[src/rtl/black_box_pipe_pkg.sv]
// black_box_pipe_pkg: op selection enum, OP-string decoder and the
// single-cycle arithmetic applied in front of the first pipeline stage.
package black_box_pipe_pkg;

    // apply_op works on a fixed-width container. Callers zero-extend their
    // operands and truncate the result. The low WIDTH bits of PASS, INVERT,
    // ADD and SUB depend only on the low WIDTH bits of the operands, so the
    // truncated result is exactly the mod-2^WIDTH answer. WIDTH may be at
    // most MAX_WIDTH.
    localparam int MAX_WIDTH = 64;

    typedef enum logic [1:0] {
        OP_PASS,
        OP_INVERT,
        OP_ADD,
        OP_SUB
    } op_e;

    // An unrecognised OP string falls back to PASS.
    function automatic op_e op_from_string(input string s);
        if (s == "INVERT") return OP_INVERT;
        if (s == "ADD")    return OP_ADD;
        if (s == "SUB")    return OP_SUB;
        return OP_PASS;
    endfunction

    // Carry and borrow out of the container are discarded.
    function automatic logic [MAX_WIDTH-1:0] apply_op(
        input op_e                  op,
        input logic [MAX_WIDTH-1:0] a,
        input logic [MAX_WIDTH-1:0] b
    );
        logic [MAX_WIDTH-1:0] r;
        case (op)
            OP_INVERT: r = ~a;
            OP_ADD:    r = a + b;
            OP_SUB:    r = a - b;
            default:   r = a;
        endcase
        return r;
    endfunction

endpackage

[src/rtl/black_box_pipe_stage.sv]
// black_box_pipe_stage: one elastic register slot (valid bit + data) with a
// valid/ready handshake on both sides. It can accept a new beat whenever it
// is empty or its current beat leaves in the same cycle.
module black_box_pipe_stage
    import black_box_pipe_pkg::*;
#(
    parameter int WIDTH = 16
) (
    input  logic             clock,
    input  logic             reset,
    input  logic             in_valid,
    output logic             in_ready,
    input  logic [WIDTH-1:0] in_data,
    output logic             out_valid,
    input  logic             out_ready,
    output logic [WIDTH-1:0] out_data
);

    logic             valid_q;
    logic [WIDTH-1:0] data_q;

    assign in_ready  = !valid_q || out_ready;
    assign out_valid = valid_q;
    assign out_data  = data_q;

    // Valid follows the upstream offer whenever the slot is free to change.
    // Data loads only on an accepted beat, so an empty slot keeps the last
    // value it held.
    always_ff @(posedge clock or negedge reset) begin
        if (!reset) begin
            valid_q <= 1'b0;
            data_q  <= '0;
        end else begin
            if (in_ready) begin
                valid_q <= in_valid;
            end
            if (in_valid && in_ready) begin
                data_q <= in_data;
            end
        end
    end

endmodule

[src/rtl/black_box_pipe.sv]
// black_box_pipe: a single-cycle op (PASS/INVERT/ADD/SUB, chosen by the OP
// string) followed by DEPTH elastic stages. The ready chain is combinational
// from out_ready back to in_ready, which gives full throughput.
// Optional feature: define BLACK_BOX_PIPE_COUNT_EN to add the registered
// occupancy output `count`.
module black_box_pipe
    import black_box_pipe_pkg::*;
#(
    parameter int    WIDTH = 16,
    parameter int    DEPTH = 2,
    parameter string OP    = "PASS"
) (
    input  logic                       clock,
    input  logic                       reset,
    input  logic                       in_valid,
    output logic                       in_ready,
    input  logic [WIDTH-1:0]           in_a,
    input  logic [WIDTH-1:0]           in_b,
    output logic                       out_valid,
    input  logic                       out_ready,
    output logic [WIDTH-1:0]           out_data
`ifdef BLACK_BOX_PIPE_COUNT_EN
    ,
    output logic [$clog2(DEPTH+1)-1:0] count
`endif
);

    op_e              op_sel;
    logic [WIDTH-1:0] op_result;

    assign op_sel    = op_from_string(OP);
    assign op_result = WIDTH'(apply_op(op_sel, MAX_WIDTH'(in_a), MAX_WIDTH'(in_b)));

    // Each generate scope owns its link signals and reaches its neighbours
    // by name. This keeps the combinational ready chain from folding onto a
    // single shared array.
    for (genvar i = 0; i < DEPTH; i++) begin : g_stage
        logic             up_valid;
        logic [WIDTH-1:0] up_data;
        logic             up_ready;
        logic             dn_ready;
        logic             v;
        logic [WIDTH-1:0] d;

        if (i == 0) begin : g_head
            assign up_valid = in_valid;
            assign up_data  = op_result;
        end else begin : g_link
            assign up_valid = g_stage[i-1].v;
            assign up_data  = g_stage[i-1].d;
        end

        if (i == DEPTH - 1) begin : g_tail
            assign dn_ready = out_ready;
        end else begin : g_next
            assign dn_ready = g_stage[i+1].up_ready;
        end

        black_box_pipe_stage #(
            .WIDTH(WIDTH)
        ) u_stage (
            .clock    (clock),
            .reset    (reset),
            .in_valid (up_valid),
            .in_ready (up_ready),
            .in_data  (up_data),
            .out_valid(v),
            .out_ready(dn_ready),
            .out_data (d)
        );
    end

    assign in_ready  = g_stage[0].up_ready;
    assign out_valid = g_stage[DEPTH-1].v;
    assign out_data  = g_stage[DEPTH-1].d;

`ifdef BLACK_BOX_PIPE_COUNT_EN
    localparam int CW = $clog2(DEPTH + 1);

    logic in_xfer;
    logic out_xfer;

    assign in_xfer  = in_valid && in_ready;
    assign out_xfer = out_valid && out_ready;

    // Occupancy: a push adds one, a pop removes one, both together cancel.
    always_ff @(posedge clock or negedge reset) begin
        if (!reset) begin
            count <= '0;
        end else begin
            case ({in_xfer, out_xfer})
                2'b10:   count <= count + CW'(1);
                2'b01:   count <= count - CW'(1);
                default: count <= count;
            endcase
        end
    end
`endif

endmodule

[config.mk]
export PLATFORM = sky130hd
export DESIGN_NAME = black_box_pipe
export DESIGN_NICKNAME = d
export VERILOG_FILES = /design/src/rtl/black_box_pipe_pkg.sv /design/src/rtl/black_box_pipe_stage.sv /design/src/rtl/black_box_pipe.sv
export SDC_FILE = /design/constraint.sdc
export NUM_CORES = 1
export LEC_CHECK = 0
export ABC_AREA = 1
export BUFFER_PORTS_ARGS = -buffer_cell sky130_fd_sc_hd__buf_2
export CORE_ASPECT_RATIO = 1.4
export CORE_MARGIN = 5
export CORE_UTILIZATION = 44
export CTS_BUF_LIST = sky130_fd_sc_hd__clkbuf_4
export DETAILED_ROUTE_END_ITERATION = 10
export PLACE_DENSITY_LB_ADDON = 0.12
export SLEW_MARGIN = 25
export SYNTH_ARGS = -nofsm -noshare
export SYNTH_HDL_FRONTEND = slang
export SYNTH_SLANG_ARGS = --single-unit
[constraint.sdc]
create_clock -name clock -period 1 [get_ports clock]
set_input_delay 0.05 -clock clock [delete_from_list [all_inputs] [get_ports clock]]
set_output_delay 0.05 -clock clock [all_outputs]
set_load 0.05 [all_outputs]
==> Word level (Yosys, flattened, before mapping) <==
Cells that the tools add are included.
{ "op_classes": {"n_reduce_logical": 6} }
{ "op_table": {"columns": ["op", "n"], "rows": [
  ["1-bit logical AND", 2],
  ["1-bit zero test", 2],
  ["1-bit logical OR", 2]
]} }
{ "word_totals": {"regBits": 34, "output_inout_bits": 18, "word_cells": 10} }

==> Logic depth before layout (Yosys ltp) <==
Gate-level depths: netlist of run 1.
{ "depth": {"depth_word": 4, "mapped_depth": 6} }

==> Cells and area by module <==
Synthesis of run 1 repeated with hierarchy kept, for this count alone.
{ "hier_totals": {"cells_unflattened": 146, "area_unflattened_um2": 1428.9} }
{ "by_module_without_submodules": {"columns": ["mod", "instances", "cells_each", "area_per_inst_um2"], "rows": [
  ["black_box_pipe_stage", 2, 73, 714.4]
]} }

==> Worst setup path after synthesis of run 1 <==
No wires, ideal clock.
{ "synth_timing": {"kind": "register to register", "from": "register g_stage[1].u_stage.valid_q", "to": "register g_stage[0].u_stage.data_q[1]", "setup_time_ps": 117, "arrival_ps": 1317, "path_slack_ps": -434, "path_stages_with_launch": 5, "n_path_buf": 1, "synth_period_minus_slack_ps": 1434, "cell_sequence": "dfrtp_1 nand3_4 buf_2 nand3_1 nand2_1"} }
{ "synth_via": {"elab_chain_len": 4} }
{ "synth_rtl": {"columns": ["item", "line", "source"], "rows": [
  ["start, declared", "black_box_pipe_stage.sv:19", "logic valid_q;"],
  ["start signal, assigned", "black_box_pipe_stage.sv:35", "valid_q <= in_valid;"],
  ["1-bit zero test", "black_box_pipe_stage.sv:22", "assign in_ready = !valid_q || out_ready;"],
  ["1-bit logical OR (2 in series)", "black_box_pipe_stage.sv:22", null],
  ["via in_ready", "black_box_pipe.sv:16", "output logic in_ready,"],
  ["1-bit logical AND", "black_box_pipe_stage.sv:37", "if (in_valid && in_ready) begin"],
  ["end signal, assigned", "black_box_pipe_stage.sv:38", "data_q <= in_data;"],
  ["end, declared", "black_box_pipe_stage.sv:20", "logic [WIDTH-1:0] data_q;"]
]} }
The timed path passes the listed nets, and every way through them passes these cells.
A chain may end at the register's enable or synchronous reset.

==> Final worst setup path of run 1 <==
{ "layout_timing": {"from": "register g_stage[1].u_stage.valid_q", "to": "register g_stage[1].u_stage.data_q[15]"} }
{ "layout_via": {"elab_chain_len": 3} }
{ "layout_rtl": {"columns": ["item", "line"], "rows": [
  ["1-bit zero test", "black_box_pipe_stage.sv:22"],
  ["1-bit logical OR", "black_box_pipe_stage.sv:22"],
  ["1-bit logical AND", "black_box_pipe_stage.sv:37"],
  ["end signal, assigned", "black_box_pipe_stage.sv:38"],
  ["end, declared", "black_box_pipe_stage.sv:20"]
]} }
No other way between the ends.

==> impl_results.md, run 1 <==
- Status: complete, but fails checks
- Failing checks: setup timing
- Period utilisation layout: 109%
- CTS tree: yes
- WL per Instance: 12.0 µm
- Setup Viol. Count Final: 35
- Sequential fraction of the synthesis area: between 60% and 70%
- Die footprint: about 0.0043 mm²
- Port Buffer Count: 37
- Post-layout min period: 1090 ps
- Switching share of power: around 40%
- Via-per-instance ratio: between 4 and 5
- Synthesized flop and latch total: 34
- Clock sink count: 34
- VDD IR-drop max: ~0.0015 V
- Final worst slack: -90.1 ps
- Crit path to: g_stage[1].u_stage.out_data[15]
- TritonCTS Buffers: 5
- Final ANT Viol Nets: 0
- RSZ-0062 raised after global routing: true
- Clock power share: roughly 15%
- Final max-slew violation count: 0
- Overflow after GRT: 0
- CTS H-tree depth: 2
- Slew @ Worst Pin: a little over 300 ps
- Clock-pin slew on the worst setup and hold paths: roughly 100 ps
- Pwr/cell area: 2160 mW/mm²
- WHS Path Cells: 3
- Worst Hold Class: primary input to register
- GPL Wtd Cong: roughly 0.73
- Drt drc: 0
- First-pass GRT wire length: between 5000 and 6000 µm
- Worst path arrival time: 1350 ps
- Clk root buf: clkbuf_4
- Clk_lat worst skew: around 330 ps
- Site Rows: 24
- Max cap viols: 0
- Pin count of the biggest net entering global routing: 18
- Die Span Y: about 76 µm
- Area grow syn2layout: 51.0%
- Final Net Count: roughly 250
- Mapped Cells: about 150
- Share of cells above drive strength 1: 33.3%
- Int Pwr: ~2600 µW
- Iteration-0 DRC count of the detailed router: 19
- Drt pass-1 iters: 4
- Worst EP required: 1260 ps
- Core area: 0.00306 mm²
- Combinational power share: a little over two fifths
- Vias in the first global route: 1167
- Switching Power: between 1500 and 2000 µW
- Max frequency: between 900 and 1000 MHz
- CP startpoint: g_stage[1].u_stage.out_valid
- Relative slew slack: 79.2%
- DRT Wirelength: 3050 µm
- CP endpoint kind: register
- Initial core utilization: between 40% and 50%
- Vias: 1205
- Worst setup SP type: register
- Final setup skew: just over 9 ps
- # IOs: 54
- Critical path class: register to register
- Mapped cell area: around 0.0014 mm²
- Worst Reg-to-Reg Cells: 5
- Hold Fails Final Rpt: 0
- Dpl hpwl: ~2200 µm
- Syn_nets: around 180
- GRT Util Overall: 15.2%
- Distinct cells, synth: 10
- Avg Cell Area, Syn: between 9 and 10 µm²
- Synth Warn #: 0
- Leak Pwr: 0.00110 µW
- Worst Path Max Fanout: 8
- Initial antenna violation count: 0
- CTS max path bufs: 2
- Die Width: 57.1 µm
- Total power: roughly 4500 µW
- Internal reg-to-reg setup slack: -90 ps
- Flop pwr share: approximately two fifths
- Critical R2R Capture: g_stage[1].u_stage.out_data[15]
- Final hold slack: roughly 87 ps
- Crit Reg-Reg Startpoint: g_stage[1].u_stage.out_valid
- Diode count: 0
[through the flow]
stage          worst slack (ps)  cells  cell area, µm²  util, %  TNS, ps
4_1_cts                    -106    249            1950     63.6     -791
3_5_place_dp               15.2    222            1660     54.1        0
6_report                  -90.1    255            2060     67.2    -1390
2_1_floorplan              -146    145            1430        -    -2580
5_1_grt                    -144    255            2060     67.2    -3440
3_3_place_gp               30.3    222            1660     54.1        0
[cell families (layout without fill, tap and decap cells)]
family	after synthesis	in the layout	synth area share (%)
buf+inv	9	78	4.31
simple gates	102	104	33.3
flops	34	34	62.4
[cells in the mapped netlist]
cell,number,area [µm²]
inv_1,1,3.75
buf_4,1,7.51
nand2_1,66,248
buf_6,2,22.5
nand2_4,2,22.5
buf_2,5,25.0
nand2_2,1,6.26
nand3_1,32,160
dfrtp_1,34,851
nand3_4,1,17.5
[worst min path at each step]
| stage | end | slack [ps] | startpoint |
|---|---|---|---|
| after global placement | g_stage[1].u_stage.out_data[5] | -50 | reset |
| after global routing | g_stage[0].u_stage.out_data[6] | 80 | in_valid |
| after floorplan | g_stage[0].u_stage.out_data[0] | -250 | reset |
| final | g_stage[0].u_stage.out_data[6] | 90 | in_valid |
| after detailed placement | g_stage[1].u_stage.out_data[5] | -50 | reset |
| after CTS | g_stage[0].u_stage.out_data[6] | 50 | in_valid |
[worst max-delay path, stage by stage (launching register included)]
cell,delay (ps)
dfrtp_2,450
buf_4,150
nand2_4,120
buf_6,140
nand3_1,80
nand2_1,90
[layout by cell type (no fill, tap or decap), drive strengths merged]
| cell type | instances |
|---|---|
| nand2 | 71 |
| buf | 52 |
| dfrtp | 34 |
| nand3 | 33 |
| dlygate4sd3 | 17 |
| clkbuf | 5 |
| clkinv | 3 |
| inv | 1 |
[flip-flops by register name, summed over array words and instances, names as in the netlist]
register                   cells
g_stage.u_stage.out_valid      2
g_stage.u_stage.out_data      32
[metal layers]
metal	wire, µm	vias up	GRT usage (%)
li1	-	614	-
met1	1280	555	18.8
met2	1520	30	24.7
met3	199	6	5.42
met4	43	0	5.67
met5	0	-	0
[final cells by class]
type | instances | area (µm²)
clock buffers | 5 | 37.5
clock inverters | 3 | 11.3
fillers | 271 | 1000
inverters | 1 | 3.75
multi-input cells | 104 | 539
flip-flops and latches | 34 | 852
well taps | 39 | 48.8
repair buffers | 69 | 567
[power by group through the flow]
stage	combinational (µW)	clock [µW]	sequential, µW
5_1_grt	2050	749	1910
3_5_place_dp	1540	0	1870
2_1_floorplan	468	0	2550
4_1_cts	1740	705	1850
3_3_place_gp	1510	0	1850
6_report	1910	671	1870
[timing repair]
item	in CTS	in global routing
resized for setup	20	14
setup buffers	4	3
hold buffers	17	0
pin swaps	1	0
gates cloned	0	3
endpoints found under the setup margin	21	46
hold endpoints to repair	50	0
Note: power is estimated with default switching activity, not from simulation.
==> inputs of run 2 (changes only) <==
--- a/config.mk
+++ b/config.mk
@@ -16,4 +16,5 @@
 export SLEW_MARGIN = 25
 export SYNTH_ARGS = -nofsm -noshare
 export SYNTH_HDL_FRONTEND = slang
+export SYNTH_HIERARCHICAL = 1
 export SYNTH_SLANG_ARGS = --single-unit
==> run 2 against run 1 <==
Against the previous run: the run still ends with setup timing left; area after synthesis increased by 4.8%; clock power increased by 14%; first-iteration DRC count increased by 42%; clock-buffer cell count increased by 3; sequential share of layout area decreased by 2.3 points; critical path type is now register to output port; highest routed layer unchanged.
==> impl_results.md, run 2 <==
- Status: complete, but fails checks
- Failing checks: setup timing
- Synth top area share: approximately three fifths
- Layout Cells excl Fill: ~260
- Inst Count DP: roughly 220
- RSZ-0062 raised after global routing: true
- Switching Power: ~1900 µW
- Period utilisation layout: 114%
- Slew @ Worst Pin: between 300 and 400 ps
- Worst Path Max Fanout: 3
- Max cap viols: 0
- Hold Startpoint: in_valid
- Post-DP Area: about 0.0017 mm²
- Sequential Area: about 850 µm²
- Worst path arrival time: between 1000 and 1500 ps
- Largest register FFs: 32
- Pwr/cell area: about 2100 mW/mm²
- GRT Util Overall: about 16%
- Final max-slew violation count: 0
- Clock sink count: 34
- Synth Warn #: 6
- Flop pwr share: roughly 40%
- Hold Path End: g_stage[0].u_stage/out_data[14]
- Site Rows: 24
- Drt drc: 0
- CP endpoint kind: output port
- Distinct cells, synth: 9
- Worst Reg-to-Reg Cells: 7
- Die footprint: 0.00450 mm²
- Final setup TNS: -2750 ps
- Most common cell in the synthesized netlist: nand2_1
- DRT Wirelength: around 3200 µm
- Initial core utilization: about 46%
- Largest area contributor in the netlist: dfrtp_1
- WL per Instance: between 10 and 15 µm
- Ys flop type: dfrtp_1
- Final setup skew: about 6.5 ps
- Critical R2R Capture: g_stage[0].u_stage/out_data[10]
- Share of cells above drive strength 1: between 30% and 40%
- Die Width: a little under 60 µm
- Setup Viol. Count Final: 34
- Hold Fails Final Rpt: 0
- CTS H-tree depth: 2
- Crit Reg-Reg Startpoint: g_stage[1].u_stage/out_valid
- Multi-input logic area: ~570 µm²
- Pin count of the biggest net entering global routing: 22
- Post-synth EDFFs: 0
- Commonest cells post-synth: nand2_1 (64), dfrtp_1 (34), nand3_1 (32)
- # IOs: 54
- First-pass GRT wire length: roughly 5400 µm
- Max frequency: just under 900 MHz
- Post-route cell area: 0.00218 mm²
- Largest stage delay, worst path: 430 ps
- Leak Pwr: between 0.001 and 0.0015 µW
- CTS max path bufs: 2
- Switching share of power: roughly two fifths
- CTS tree: yes
- Slowest cell on crit path: dfrtp_2
- Most frequent cells in the layout: nand2_1 (63), dfrtp_1 (33), nand3_1 (24)
- Worst EP required: 950 ps
- Synthesized flop and latch total: 34
- Final ANT Viol Nets: 0
- Clk root buf: clkbuf_4
- Crit path buf inv count: 2
- Final Net Count: 254
- Post-layout min period: 1140 ps
- Avg Cell Area, Syn: between 9 and 10 µm²
- Core area: about 0.0031 mm²
- Relative slew slack: 77.3%
- Commonest non-fill, non-tap cell in the layout: nand2_1
- Filler cell count: roughly 250
- Final worst slack: -144 ps
- Mapped Cells: roughly 150
- Drt pass-1 iters: 4
- Worst Hold Class: primary input to register
- Int Pwr: ~2800 µW
- Clock-pin slew on the worst setup and hold paths: around 90 ps
- Combinational power share: between 40% and 50%
- Mapped cell area: about 0.0014 mm²
- Diode count: 0
- GPL Wtd Cong: 0.711
- Syn_nets: 182
- Internal reg-to-reg setup slack: -110 ps
- Clk_lat worst skew: about 330 ps
- Fraction of registers with async set/reset: 100%
- Overflow after GRT: 0
- Crit path cell chain: nand2_4, inv_6, nand2_8, buf_8
- Vias in the first global route: roughly 1200
- Die Span Y: just under 80 µm
- WHS Path Cells: 3
- Via-per-instance ratio: ~4.7
- Iteration-0 DRC count of the detailed router: 27
- Top cell family by delay on the critical path: flip-flops
- Worst setup SP type: register
- Area grow syn2layout: 52.7%
- Sequential fraction of the synthesis area: between 50% and 60%
- Dpl hpwl: between 2000 and 2500 µm
- Critical path class: register to output port
- TritonCTS Buffers: 5
- Clock power share: 16.4%
- VDD IR-drop max: 0.00136 V
- Initial antenna violation count: 0
- Top post-synthesis cells by area: dfrtp_1 (60%), nand2_1 (17%), nand3_1 (11%), buf_6 (4.7%), nand2_8 (2.8%)
- Vias: between 1000 and 1500
- Port Buffer Count: 37
-- run 2: changes by cell type after synthesis, sizes merged --
cell    before  now
buf          8    6
inv          1    2
nand2       69   70
nand3       33   32
clkbuf       0    2
-- run 2: logic make-up after synthesis --
group,after synthesis,share of synthesized area [%]
flip-flops,34,59.5
buffers and inverters,10,7.18
AND/OR/NAND/NOR,102,33.3
-- run 2: worst reg2reg max path: cells and delay by family (launching register included) --
family	cells	cell delay [ps]
flip-flops	1	430
AND/OR/NAND/NOR	5	390
buffers and inverters	2	200
-- run 2: worst max path at each step --
stage | startpoint | endpoint | slack (ps) | cells past startpoint
global placement | g_stage[1].u_stage/out_valid | g_stage[0].u_stage/out_data[6] | -40 | 6
detailed placement | g_stage[1].u_stage/out_valid | g_stage[0].u_stage/out_data[15] | -50 | 6
CTS | g_stage[1].u_stage/out_valid | in_ready | -180 | 4
global route | g_stage[1].u_stage/out_valid | in_ready | -210 | 4
floorplan | g_stage[1].u_stage/out_valid | g_stage[0].u_stage/out_data[10] | -430 | 7
finish | g_stage[1].u_stage/out_valid | in_ready | -140 | 4
-- run 2: cell type report --
cell class / count / share of cell area (%)
inverter: 2 / 0.573
sequential: 34 / 39.0
clock buffer: 8 / 2.75
timing repair buffer: 71 / 29.4
tap: 39 / 2.24
multi-input combinational: 104 / 26.0
-- run 2: repair_timing --
item,in CTS,in global routing
gates resized for setup,20,12
cloned,2,1
hold buffers,17,0
pin swaps,2,1
endpoints found under the setup margin,49,48
hold endpoints to repair,50,0
setup buffers,3,4
-- run 2: per-stage QoR --
step	setup WS (ps)	util (%)	hold slack, ps	power [µW]
6_report	-144	69.9	131	4670
5_1_grt	-208	69.9	119	4940
4_1_cts	-182	67.1	60.9	4560
3_5_place_dp	-51.2	55.7	-22.6	3500
3_3_place_gp	-35.3	55.7	-39.0	3460
2_1_floorplan	-427	-	-246	3090
-- run 2: per-layer routing --
metal	up-vias	global-route usage, %	part of all wire [%]
li1	615	-	-
met1	559	20.3	42
met2	36	24.5	49
met4	0	5.57	1.7
met3	5	4.82	6.6
met5	-	0	0
-- run 2: power groups by stage --
stage | clock [µW] | combinational [µW] | sequential [µW]
2_1_floorplan | 0 | 530 | 2560
3_3_place_gp | 0 | 1600 | 1860
3_5_place_dp | 0 | 1630 | 1870
4_1_cts | 814 | 1900 | 1850
5_1_grt | 866 | 2170 | 1910
6_report | 768 | 2030 | 1870
